### src/rtl/othello_vga_pkg.sv
// Shared widths, requester indices and arbiter state encoding for the othello VGA pixel path.
package othello_vga_pkg;

    localparam int unsigned X_W      = 8;
    localparam int unsigned Y_W      = 7;
    localparam int unsigned COLOUR_W = 18;

    localparam int unsigned REQ_CURSOR = 0;
    localparam int unsigned REQ_REDRAW = 1;

    typedef enum logic {
        ARB_IDLE,
        ARB_OWN
    } arb_state_t;

endpackage

### src/rtl/plot_rr_picker.sv
// Combinational round-robin pick: first asserted req at or after ptr, wrapping to index 0.
module plot_rr_picker #(
    parameter int unsigned NUM_REQ = 2,
    parameter int unsigned PTR_W   = $clog2(NUM_REQ)
) (
    input  logic [NUM_REQ-1:0] req,
    input  logic [PTR_W-1:0]   ptr,
    output logic [NUM_REQ-1:0] winner,
    output logic               any
);

    logic [PTR_W-1:0] idx;
    logic             found;

    always_comb begin
        winner = '0;
        found  = 1'b0;
        idx    = '0;
        for (int unsigned k = 0; k < NUM_REQ; k++) begin
            idx = PTR_W'((32'(ptr) + k) % NUM_REQ);
            if (!found && req[idx]) begin
                winner[idx] = 1'b1;
                found       = 1'b1;
            end
        end
    end

    assign any = |req;

endmodule

### src/rtl/vga_plot_arbiter.sv
// Round-robin, burst-lockable arbiter sharing the vga_adapter pixel port among NUM_REQ producers.
// Optional per-requester accepted-pixel counters on pix_count when PLOT_ARB_COUNT_EN is defined.
module vga_plot_arbiter
    import othello_vga_pkg::*;
#(
    parameter int unsigned NUM_REQ   = 2,
    parameter int unsigned MAX_BURST = 64
) (
    input  logic                         clock,
    input  logic                         resetn,
    input  logic [NUM_REQ-1:0]           req,
    input  logic [NUM_REQ-1:0]           lock,
    input  logic [NUM_REQ*X_W-1:0]       x_in,
    input  logic [NUM_REQ*Y_W-1:0]       y_in,
    input  logic [NUM_REQ*COLOUR_W-1:0]  colour_in,
    output logic [NUM_REQ-1:0]           ack,
    output logic [NUM_REQ-1:0]           grant,
    output logic                         plot,
    output logic [X_W-1:0]               x,
    output logic [Y_W-1:0]               y,
    output logic [COLOUR_W-1:0]          colour,
    output logic                         busy
`ifdef PLOT_ARB_COUNT_EN
    ,
    output logic [NUM_REQ*16-1:0]        pix_count
`endif
);

    localparam int unsigned PTR_W = $clog2(NUM_REQ);
    localparam int unsigned CNT_W = $clog2(MAX_BURST + 1);

    arb_state_t          state;
    logic [PTR_W-1:0]    rr_ptr;
    logic [CNT_W-1:0]    count;

    logic [NUM_REQ-1:0]  winner;
    logic                any;

    logic                own_req;
    logic                own_lock;
    logic [PTR_W-1:0]    own_idx;
    logic [X_W-1:0]      own_x;
    logic [Y_W-1:0]      own_y;
    logic [COLOUR_W-1:0] own_colour;
    logic                own_ack;
    logic                burst_done;
    logic [PTR_W-1:0]    next_ptr;

    plot_rr_picker #(
        .NUM_REQ (NUM_REQ),
        .PTR_W   (PTR_W)
    ) u_picker (
        .req    (req),
        .ptr    (rr_ptr),
        .winner (winner),
        .any    (any)
    );

    // grant is one-hot in OWN, so this selects exactly the owner's lanes
    always_comb begin
        own_req    = 1'b0;
        own_lock   = 1'b0;
        own_idx    = '0;
        own_x      = '0;
        own_y      = '0;
        own_colour = '0;
        for (int unsigned i = 0; i < NUM_REQ; i++) begin
            if (grant[i]) begin
                own_req    = req[i];
                own_lock   = lock[i];
                own_idx    = PTR_W'(i);
                own_x      = x_in[i*X_W +: X_W];
                own_y      = y_in[i*Y_W +: Y_W];
                own_colour = colour_in[i*COLOUR_W +: COLOUR_W];
            end
        end
    end

    assign ack        = (state == ARB_OWN) ? (grant & req) : '0;
    assign own_ack    = (state == ARB_OWN) && own_req;
    assign burst_done = (count == CNT_W'(MAX_BURST - 1));
    assign next_ptr   = (own_idx == PTR_W'(NUM_REQ - 1)) ? '0 : own_idx + PTR_W'(1);
    assign busy       = (state == ARB_OWN);

    always_ff @(posedge clock or negedge resetn) begin
        if (!resetn) begin
            state  <= ARB_IDLE;
            grant  <= '0;
            rr_ptr <= '0;
            count  <= '0;
            plot   <= 1'b0;
            x      <= '0;
            y      <= '0;
            colour <= '0;
`ifdef PLOT_ARB_COUNT_EN
            pix_count <= '0;
`endif
        end else begin
            plot <= 1'b0;
            unique case (state)
                ARB_IDLE: begin
                    if (any) begin
                        grant <= winner;
                        count <= '0;
                        state <= ARB_OWN;
                    end
                end
                ARB_OWN: begin
                    if (own_ack) begin
                        plot   <= 1'b1;
                        x      <= own_x;
                        y      <= own_y;
                        colour <= own_colour;
                        count  <= count + CNT_W'(1);
                    end
                    // the burst cap overrides lock; the capping pixel is still plotted
                    if ((own_ack && burst_done) || (!own_req && !own_lock)) begin
                        state  <= ARB_IDLE;
                        grant  <= '0;
                        rr_ptr <= next_ptr;
                    end
                end
            endcase
`ifdef PLOT_ARB_COUNT_EN
            for (int unsigned i = 0; i < NUM_REQ; i++) begin
                if (ack[i]) begin
                    pix_count[i*16 +: 16] <= pix_count[i*16 +: 16] + 16'd1;
                end
            end
`endif
        end
    end

endmodule
### config.mk
export PLATFORM = sky130hd
export DESIGN_NAME = vga_plot_arbiter
export DESIGN_NICKNAME = d
export VERILOG_FILES = /design/src/rtl/othello_vga_pkg.sv /design/src/rtl/plot_rr_picker.sv /design/src/rtl/vga_plot_arbiter.sv
export SDC_FILE = /design/constraint.sdc
export NUM_CORES = 1
export LEC_CHECK = 0
export BUFFER_PORTS_ARGS = -buffer_cell sky130_fd_sc_hd__buf_2
export CORE_MARGIN = 1.5
export CORE_UTILIZATION = 40
export CTS_CLUSTER_SIZE = 30
export DETAILED_ROUTE_END_ITERATION = 6
export PLACE_DENSITY = 0.73
export SYNTH_ARGS = -nofsm -noshare
export SYNTH_HDL_FRONTEND = slang
export SYNTH_SLANG_ARGS = --single-unit
### constraint.sdc
create_clock -name clock -period 1.6 [get_ports clock]
set_clock_uncertainty 0.05 [all_clocks]
set_input_delay 0.32 -clock clock [delete_from_list [all_inputs] [get_ports clock]]
set_output_delay 0.32 -clock clock [all_outputs]
set_load 0.1 [all_outputs]
# Word level (Yosys, flattened, before mapping)
# Index checks and enable logic that the tools add are counted.
[totals] regBits=45 inputBits=72 out_inout_bits=39
[op_classes] n_bitwise=3 n_lt_le_gt_ge=4 add_sub_neg=3 n_mux=35 n_reduce_logical=15 eq_ne=4
[op_table] operator="$mux 18" n=2
[op_table] operator="$mux 7" n=4
[op_table] operator="$mux 1" n=17
[op_table] operator="$mux 8" n=2
[op_table] operator="$pmux 7 s2" n=1
[op_table] operator="$mux 2" n=5
[op_table] operator="$reduce_and 2->1" n=4
[op_table] operator="$add 7x1->7 const B" n=1
[op_table] operator="$eq 7x6->1 const B" n=1
[op_table] operator="$logic_and 1x1->1" n=6
[op_table] operator="$lt 1x2->1 const B" n=2
[op_table] operator="$ne 2x1->1 const B" n=2
[op_table] operator="$pmux 2 s2" n=1
[op_table] operator="$logic_not 1->1" n=3
[op_table] operator="$add 1x1->1 const B" n=2
[op_table] operator="$and 2x2->2" n=1
[op_table] operator="$demux 1 s1" n=2
[op_table] operator="$ge 1x1->1 const B" n=2
[op_table] operator="$ne 2x2->1 const B" n=1
[op_table] operator="$or 2x2->2" n=1
[op_table] operator="$pmux 1 s2" n=1
[op_table] operator="$reduce_or 2->1" n=1
[op_table] operator="$logic_or 1x1->1" n=1
[op_table] operator="$not 1->1" n=1

# Depth between registers and ports, before layout
# Gate-level depths: netlist of the first run.
[logic_depth] depth_word=9 depth_mapped=7

# By module
# From an unflattened synthesis of the first run, not the netlist that was laid out.
[hier_totals] hier_cells=218 area_unflattened_um2=2095.8
[modules_own_cells] mod="vga_plot_arbiter" seq_area_each_um2=1126.1 area_per_inst_um2=2070.7 cells_each=214 instances=1
[modules_own_cells] mod="plot_rr_picker" seq_area_each_um2=0.0 area_per_inst_um2=25.0 cells_each=4 instances=1

# Worst setup path before layout of the first run
# OpenSTA, ideal clock, no wires.
[synth_timing] kind="flip-flop to flip-flop" from="register state, in the netlist busy" to="register rr_ptr" path_buffers=1 period_less_slack_ps=2834 arrival_ps=2697 setup_time_ps=87 stages_incl_launch_ff=6 path_slack_ps=-1234 cell_sequence="dfrtp_1 -> buf_4 -> and3_1 -> nor2_4 -> or4_1 -> o211ai_1"
[synth_via] elab_chain_cells=4
[synth_lines] item="start, declared" line="vga_plot_arbiter.sv:32" text="arb_state_t state;"
[synth_lines] item="start signal, assigned" line="vga_plot_arbiter.sv:87" text="state <= ARB_IDLE;"
[synth_lines] item="start signal, assigned" line="vga_plot_arbiter.sv:105" text="state <= ARB_OWN;"
[synth_lines] item="start signal, assigned" line="vga_plot_arbiter.sv:118" text="state <= ARB_IDLE;"
[synth_lines] item="$logic_and 1x1->1" line="vga_plot_arbiter.sv:80" text="assign own_ack = (state == ARB_OWN) && own_req;"
[synth_lines] item="$logic_and 1x1->1" line="vga_plot_arbiter.sv:117" text="if ((own_ack && burst_done) || (!own_req && !own_lock)) begin"
[synth_lines] item="$logic_or 1x1->1" line="vga_plot_arbiter.sv:117"
[synth_lines] item="$reduce_and 2->1 (no source line) *"
[synth_lines] item="end signal, assigned" line="vga_plot_arbiter.sv:120" text="rr_ptr <= next_ptr;"
[synth_lines] item="end, declared" line="vga_plot_arbiter.sv:33" text="logic [PTR_W-1:0] rr_ptr;"
# Every way passes the cells marked *; elsewhere a longest branch is shown, timed or not.
# A chain may end at the register's enable or synchronous reset.

# Final worst setup path of the first run
[layout_timing] from="register state, in the netlist busy" to="output port ack[0]"
[layout_via] elab_chain_cells=1
[layout_lines] item="$mux 2" line="vga_plot_arbiter.sv:79" text="assign ack = (state == ARB_OWN) ? (grant & req) : '0;"
[layout_lines] item="end, declared" line="vga_plot_arbiter.sv:16" text="output logic [NUM_REQ-1:0] ack,"
# Every way passes these cells.

==> results of run 1 <==
[metal layers]
metal,wire length (um),vias up,share of wire [%]
met3,276,7,5.2
met2,2730,73,51
met1,2300,956,43
met4,55,0,1.0
li1,-,1030,-
met5,0,-,0
[worst min-delay path by stage]
stage	start	endpoint	slack, ns	depth (start not counted)
2_1_floorplan	resetn	colour[0]$_DFFE_PN0P_	-0.03	0
3_3_place_gp	resetn	x[6]$_DFFE_PN0P_	0.21	1
3_5_place_dp	resetn	x[6]$_DFFE_PN0P_	0.21	1
4_1_cts	x_in[4]	x[4]$_DFFE_PN0P_	0.23	3
5_1_grt	x_in[4]	x[4]$_DFFE_PN0P_	0.25	3
6_report	colour_in[5]	colour[5]$_DFFE_PN0P_	0.23	3
[worst max-delay path, delay by kind of cell, from the launching register on]
| family | cells | cell delay, ns |
|---|---|---|
| DFF | 1 | 0.50 |
| buffers and inverters | 2 | 0.28 |
| and+or+nand+nor | 1 | 0.16 |
[layout by cell type, fill, tap and decap left out, types with 2 or more instances in the layout]
cell type	synthesis	layout
sky130_fd_sc_hd__and3_1	5	3
sky130_fd_sc_hd__buf_2	8	105
sky130_fd_sc_hd__nor2_2	0	2
sky130_fd_sc_hd__o211ai_1	2	2
sky130_fd_sc_hd__a221oi_2	0	8
sky130_fd_sc_hd__nor2_1	66	65
sky130_fd_sc_hd__nor2b_1	2	2
sky130_fd_sc_hd__a221oi_1	32	24
sky130_fd_sc_hd__inv_1	2	2
sky130_fd_sc_hd__dfrtp_1	45	43
sky130_fd_sc_hd__nand2_1	12	12
sky130_fd_sc_hd__nand3_1	4	4
sky130_fd_sc_hd__o21a_1	2	2
sky130_fd_sc_hd__nor3_1	2	2
sky130_fd_sc_hd__mux2i_1	3	3
sky130_fd_sc_hd__buf_4	2	17
sky130_fd_sc_hd__buf_12	0	5
sky130_fd_sc_hd__a31oi_1	2	2
sky130_fd_sc_hd__and3_4	0	2
sky130_fd_sc_hd__buf_6	0	2
sky130_fd_sc_hd__o21ai_0	6	6
sky130_fd_sc_hd__clkbuf_8	0	5
[state kept, by name, indices dropped and copies added (netlist names)]
name	count
colour	18
x	8
count	7
y	7
grant	2
busy	1
plot	1
rr_ptr	1
[kinds of logic after synthesis]
family,after synthesis
fa+ha+maj,1
buf+inv,19
simple gates,97
flops,45
compound gates,51
mux,3
[cell type report]
type / instances / area, um^2 / share of cell area (%)
Timing Repair Buffer: 131 / 793 / 26.2
Clock inverter: 1 / 5.00 / 0.165
Sequential cell: 45 / 1130 / 37.3
Tap cell: 70 / 87.6 / 2.89
Clock buffer: 5 / 68.8 / 2.27
Multi-Input combinational cell: 153 / 930 / 30.7
Inverter: 3 / 13.8 / 0.454
[stage by stage]
step	cell area, um^2	setup TNS [ns]
2_1_floorplan	2100	-10.23
3_3_place_gp	2860	0
3_5_place_dp	2860	0
4_1_cts	2960	-0.00520
5_1_grt	3030	-0.288
6_report	3030	0
[repair_timing]
action / CTS / global route
hold endpoints to repair: 15 / 0
setup buffers: 1 / 1
setup endpoints to repair: 1 / 31
hold buffers: 1 / 0
cloned: 0 / 1
pin swaps: 0 / 1
resized for setup: 3 / 12
==> out/qor.log, run 1 <==
qor: run_status.run_status complete, no violations
qor: critical_path.critPathMaxFanout 4
qor: floorplanning.std_cell_rows 26
qor: yosys.post-synth-top-count-cell sky130_fd_sc_hd__nor2_1
qor: cts.cts_buffers 5
qor: critical_path.critical_path_cell_by_cell buf_6 -> and3_4 -> buf_12
qor: global_routing.busiest_layer met2
qor: finish.layout-drive-gt1-share 45.3%
qor: critical_path.critical_path.reg2reg.endpoint colour[4]$_DFFE_PN0P_
qor: critical_path.critPathLaunch busy$_DFF_PN0_
qor: critical_path.path_class reg -> out
qor: finish.insertedDiodeCount 0
qor: critical_path.reg2reg_depth 5
qor: yosys.yosys_most_used_dff sky130_fd_sc_hd__dfrtp_1
qor: yosys.async_reset_ff_share 100%
qor: yosys.synth.yosys.seq_area_share 54.3%
qor: cts.clkSinkCount 45
qor: yosys.synth_simple_gate_area_share 20.0%
qor: detailed_routing.drt-total-wl 5360 um
qor: global_routing.grt_util_met2 33.1%
qor: yosys.synth-edff-count 0
qor: cts.worst_skew_pair.late_latency 0.29 ns
qor: detailed_routing.drt_drc_violations_left 0
qor: place.place.detailed.instances 398
qor: yosys.post_synthesis_compound_gate_area_fraction 19.4%
qor: yosys.leading_cell_types_by_total_area_after_synthesis sky130_fd_sc_hd__dfrtp_1 54%, sky130_fd_sc_hd__a221oi_1 14%, sky130_fd_sc_hd__nor2_1 12%, sky130_fd_sc_hd__nand2_1 2.2%, sky130_fd_sc_hd__buf_2 1.9%
qor: global_routing.grt_util_all_layers 18.8%
qor: detailed_routing.route.detailed.vias_per_inst 5.06
qor: hold_path.timing.hold.worst.class in -> reg
qor: cts.worst_setup_hold_path_clk_slew 0.08 ns
qor: yosys.ys_ff_latch 45
qor: critical_path.worstSetupEndpoint ack[0]
qor: global_routing.vias_in_the_first_global_route 1803
qor: finish.finish.net_count 412
qor: critical_path.startpoint_type register
qor: sta.final_hold_violations 0
qor: yosys.mappedNetlistNets 289
qor: place.preCtsSetupSlack 0.0215 ns
qor: place.placement.io_buffers 110
qor: global_routing.number_of_antenna_violations_at_the_first_check_in_global_routing 0
qor: detailed_routing.antenna_left 0
qor: critical_path.worstPathRequired 1.23 ns
qor: yosys.post_synth_instance_area 0.00207 mm^2
qor: detailed_routing.violation_count_after_the_first_detailed_routing_iteration 76
qor: floorplanning.die-area 0.00563 mm^2
qor: yosys.post_synth_fa_ha_maj_area_fraction 0.603%
qor: yosys.yosys_warnings 0
qor: place.place.gp.congestion 0.805
qor: critical_path.timing.rr.start grant[1]$_DFFE_PN0P_
qor: detailed_routing.routed-via-count 2066
qor: detailed_routing.firstDrtPassIters 5
qor: finish.num-fill-cells 453
qor: global_routing.global_route.usage.met3 2.81%
qor: yosys.synth.mux.area_fraction 1.45%
qor: cts.h-tree-depth 2
qor: cts.cts_root_buffer sky130_fd_sc_hd__clkbuf_8
qor: sta.setup_repair_after_global_routing_missed_its_margin yes
qor: floorplanning.die_w 75.0 um
qor: yosys.synth_commonest_cells 66 x sky130_fd_sc_hd__nor2_1, 45 x sky130_fd_sc_hd__dfrtp_1, 32 x sky130_fd_sc_hd__a221oi_1
qor: yosys.parity_gate_share_of_the_synthesized_area_counting_xor_and_xnor_cells 0%
qor: yosys.netlist.top_cell.by_area sky130_fd_sc_hd__dfrtp_1
qor: yosys.netlist.area_leader.share 54.3%
qor: cts.clockBufferDepth 2
qor: sta.hold_slack 0.230 ns
qor: sta.fin_ws 0.000367 ns
qor: yosys.synth_area_per_cell 9.60 um^2
qor: yosys.post_synth_inst_count 216
qor: sta.fmax 0.625 GHz
qor: critical_path.critical_path_arrival 1.23 ns
qor: floorplanning.dieHeight 75.0 um
qor: floorplanning.floorplan.core_area 0.00504 mm^2
qor: sta.period_needed 1.60 ns
qor: finish.final-instance-count-excl-fill 408
qor: critical_path.cp_slowest_cell sky130_fd_sc_hd__dfrtp_4
qor: sta.final_max_slew_viol_count 0
qor: sta.finalSetupViolations 0
qor: place.hpwl 4050 um
qor: yosys.synth_top_family_by_area simple AND/OR/NAND/NOR gates
qor: detailed_routing.route.detailed.wl_per_inst 13.1 um
qor: cts.tritoncts built
qor: floorplanning.initial_utilization 41.1%
qor: yosys.post_synth_num_cell_types 32
qor: sta.min_period_over_period 100%
qor: sta.worstMarginPinSlew 0.494 ns
qor: critical_path.ff2ff_setup_slack 0.06 ns
qor: global_routing.grt_max_degree 22
qor: global_routing.grt_first_pass_wirelength 8110 um
qor: sta.maxSlewHeadroom 67.3%
qor: global_routing.grt_overflow 0
qor: critical_path.critical_path.endpoint_type primary output
qor: finish.utilization_of_the_core_after_routing 60.1%
qor: critical_path.critical_path.max_stage_delay 0.50 ns
qor: finish.area_growth_syn_to_layout 46.0%
qor: global_routing.global_route.usage.met1 24.1%
qor: floorplanning.num_io_pins 111
qor: run.number_of_maximum_capacitance_violations 0
Power of run 1 is not shown: default switching activity piles up to over one toggle a cycle in this logic, so the estimate is an artifact.
==> inputs of run 2 (changes only) <==
==> constraint.sdc (replaced) <==
create_clock -name clock -period 1.5 [get_ports clock]
set_clock_uncertainty 0.05 [all_clocks]
set_input_delay 0.3 -clock clock [delete_from_list [all_inputs] [get_ports clock]]
set_output_delay 0.3 -clock clock [all_outputs]
set_load 0.1 [all_outputs]
==> out/qor.log, run 2 (synthesis gave the netlist of run 1 again) <==
qor: place.hpwl 3970 um [-2.0%]
qor: place.placement.io_buffers 110 [unchanged]
qor: hold_path.timing.hold.worst.start colour_in[4]
qor: sta.worstMarginPinSlew 0.505 ns [+0.0106 ns]
qor: detailed_routing.drt-total-wl 6610 um [+23%]
qor: sta.setup_total_negative_slack -1.38 ns [-1.38 ns]
qor: cts.cts_buffers 5 [unchanged]
qor: floorplanning.die-area 0.00563 mm^2 [unchanged]
qor: sta.finalSetupViolations 36 [+36]
qor: critical_path.reg2reg_depth 7 [+2]
qor: cts.worst_skew_pair.late_latency 0.29 ns [about the same]
qor: sta.fmax 0.621 GHz
qor: sta.final_hold_violations 0 [unchanged]
qor: critical_path.critPathMaxFanout 4 [unchanged]
qor: hold_path.timing.hold.worst.class in -> reg
qor: critical_path.critical_path.endpoint_type primary output
qor: sta.final_max_slew_viol_count 0 [unchanged]
qor: detailed_routing.route.detailed.vias_per_inst 5.29 [+4.5%]
qor: critical_path.ff2ff_setup_slack -0.10 ns [-0.16 ns]
qor: global_routing.grt_max_degree 46 [+110%]
qor: detailed_routing.route.detailed.wl_per_inst 15.6 um [+19%]
qor: finish.area_growth_syn_to_layout 78.0%
qor: global_routing.grt_overflow 0 [unchanged]
qor: floorplanning.num_io_pins 111 [unchanged]
qor: global_routing.grt_util_all_layers 20.6% [+1.8 points]
qor: sta.setup_repair_after_global_routing_missed_its_margin yes
qor: hold_path.timing.hold.worst_path_depth 3 [unchanged]
qor: critical_path.critical_path.reg2reg.endpoint y[1]$_DFFE_PN0P_
qor: run_status.run_status complete, but fails checks
qor: sta.period_needed 1.61 ns
qor: finish.layout-drive-gt1-share 63.5% [+18 points]
qor: cts.tritoncts built
qor: critical_path.critical_path_arrival 1.26 ns [+0.03 ns]
qor: finish.mostFrequentLayoutCells 95 x sky130_fd_sc_hd__buf_2, 43 x sky130_fd_sc_hd__dfrtp_1, 34 x sky130_fd_sc_hd__nor2_1
qor: floorplanning.dieHeight 75.0 um [unchanged]
qor: sta.maxSlewHeadroom 66.6% [-0.70 points]
qor: floorplanning.std_cell_rows 26 [unchanged]
qor: cts.worst_setup_hold_path_clk_slew 0.09 ns [about the same]
qor: critical_path.startpoint_type register
qor: cts.cts_root_buffer sky130_fd_sc_hd__clkbuf_8
qor: sta.min_period_over_period 107%
qor: place.place.detailed.instances 403 [+1.3%]
qor: finish.largest_registers_ranked_by_flip_flop_count colour (18), x (8)
qor: finish.register_bank_with_the_most_flops colour
qor: place.preCtsSetupSlack -0.0391 ns [-0.0605 ns]
qor: run_status.failed_checks setup timing
qor: detailed_routing.antenna_left 0 [unchanged]
qor: critical_path.path_class reg -> out
qor: sta.fin_ws -0.110 ns [-0.110 ns]
qor: global_routing.grt_first_pass_wirelength 8830 um [+8.9%]
qor: place.place.gp.congestion 0.887 [+10%]
qor: floorplanning.floorplan.core_area 0.00504 mm^2 [unchanged]
qor: global_routing.vias_in_the_first_global_route 1899 [+5.3%]
qor: cts.clockBufferDepth 2 [unchanged]
qor: critical_path.worstPathRequired 1.15 ns [-0.08 ns]
qor: global_routing.number_of_antenna_violations_at_the_first_check_in_global_routing 0 [unchanged]
qor: detailed_routing.routed-via-count 2238 [+8.3%]
qor: floorplanning.die_w 75.0 um [unchanged]
qor: floorplanning.initial_utilization 41.1% [unchanged]
qor: run.number_of_maximum_capacitance_violations 0 [unchanged]
qor: finish.largest_register_ff_count 18 [unchanged]
qor: detailed_routing.firstDrtPassIters 4 [-1]
qor: detailed_routing.drt_drc_violations_left 0 [unchanged]
qor: cts.clkSinkCount 45 [unchanged]
qor: finish.insertedDiodeCount 0 [unchanged]
qor: critical_path.timing.rr.start grant[1]$_DFFE_PN0P_
qor: finish.layout.cells.most_common sky130_fd_sc_hd__buf_2
qor: hold_path.hold_end colour[4]$_DFFE_PN0P_
qor: finish.final-instance-count-excl-fill 423 [+3.7%]
qor: sta.hold_slack 0.201 ns [-0.0285 ns]
qor: detailed_routing.violation_count_after_the_first_detailed_routing_iteration 81 [+6.6%]
qor: finish.finish.net_count 426 [+3.4%]
qor: cts.h-tree-depth 2 [unchanged]
## run 2: changes by cell type in the layout (fill, tap and decap cells not counted), moves of 10 or more
cell | before | now
sky130_fd_sc_hd__a221oi_1 | 24 | 3
sky130_fd_sc_hd__a221oi_2 | 8 | 26
sky130_fd_sc_hd__nor2_1 | 65 | 34
sky130_fd_sc_hd__buf_2 | 105 | 95
sky130_fd_sc_hd__nor2_2 | 2 | 21
sky130_fd_sc_hd__nor2_4 | 1 | 12
## run 2: final cells by class
type                       instances  area [um^2]
clock buffer                       5         68.8
clock inverter                     2         35.0
fill                             350         1350
inverter                           3         16.3
multi-input combinational        152         1240
sequential                        45         1130
tap                               70         87.6
timing repair buffer             146         1110
## run 2: critical path, cell delays in order (launching register included)
cell and delay (ns):
sky130_fd_sc_hd__dfrtp_4 0.50, sky130_fd_sc_hd__and3_4 0.20, sky130_fd_sc_hd__buf_6 0.12, sky130_fd_sc_hd__buf_12 0.15
## run 2: how the worst max path moves through the flow
stage                          from            endpoint  slack (ns)  cells after the start
2_1_floorplan        busy$_DFF_PN0_  rr_ptr$_DFFE_PN0P_       -0.43                      5
3_3_place_gp   grant[0]$_DFFE_PN0P_    y[0]$_DFFE_PN0P_      -0.004                      6
3_5_place_dp   grant[0]$_DFFE_PN0P_    y[3]$_DFFE_PN0P_       -0.04                      6
4_1_cts              busy$_DFF_PN0_              ack[1]       -0.11                      3
5_1_grt        grant[1]$_DFFE_PN0P_    y[1]$_DFFE_PN0P_       -0.16                      7
6_report             busy$_DFF_PN0_              ack[1]       -0.11                      3
## run 2: metal layers
metal	wire, um	vias up	track usage (%)
met5	0	-	0
met4	91	0	6.46
met3	344	10	4.28
met2	3440	83	33.5
met1	2740	1088	27.7
li1	-	1057	-
## run 2: metrics by stage
step,util (%),instance area [um^2]
3_3_place_gp,59.2,2990
2_1_floorplan,-,2100
6_report,73.3,3690
4_1_cts,65.3,3290
3_5_place_dp,59.2,2990
5_1_grt,73.3,3690
## run 2: timing repair
action,CTS,global route
cloned,1,1
hold buffers,1,0
endpoints found under the hold margin,45,0
endpoints found under the setup margin,39,53
buffers inserted,5,5
pin swaps,7,6
gates resized for setup,38,72
Power of run 2 is left out for the same reason.
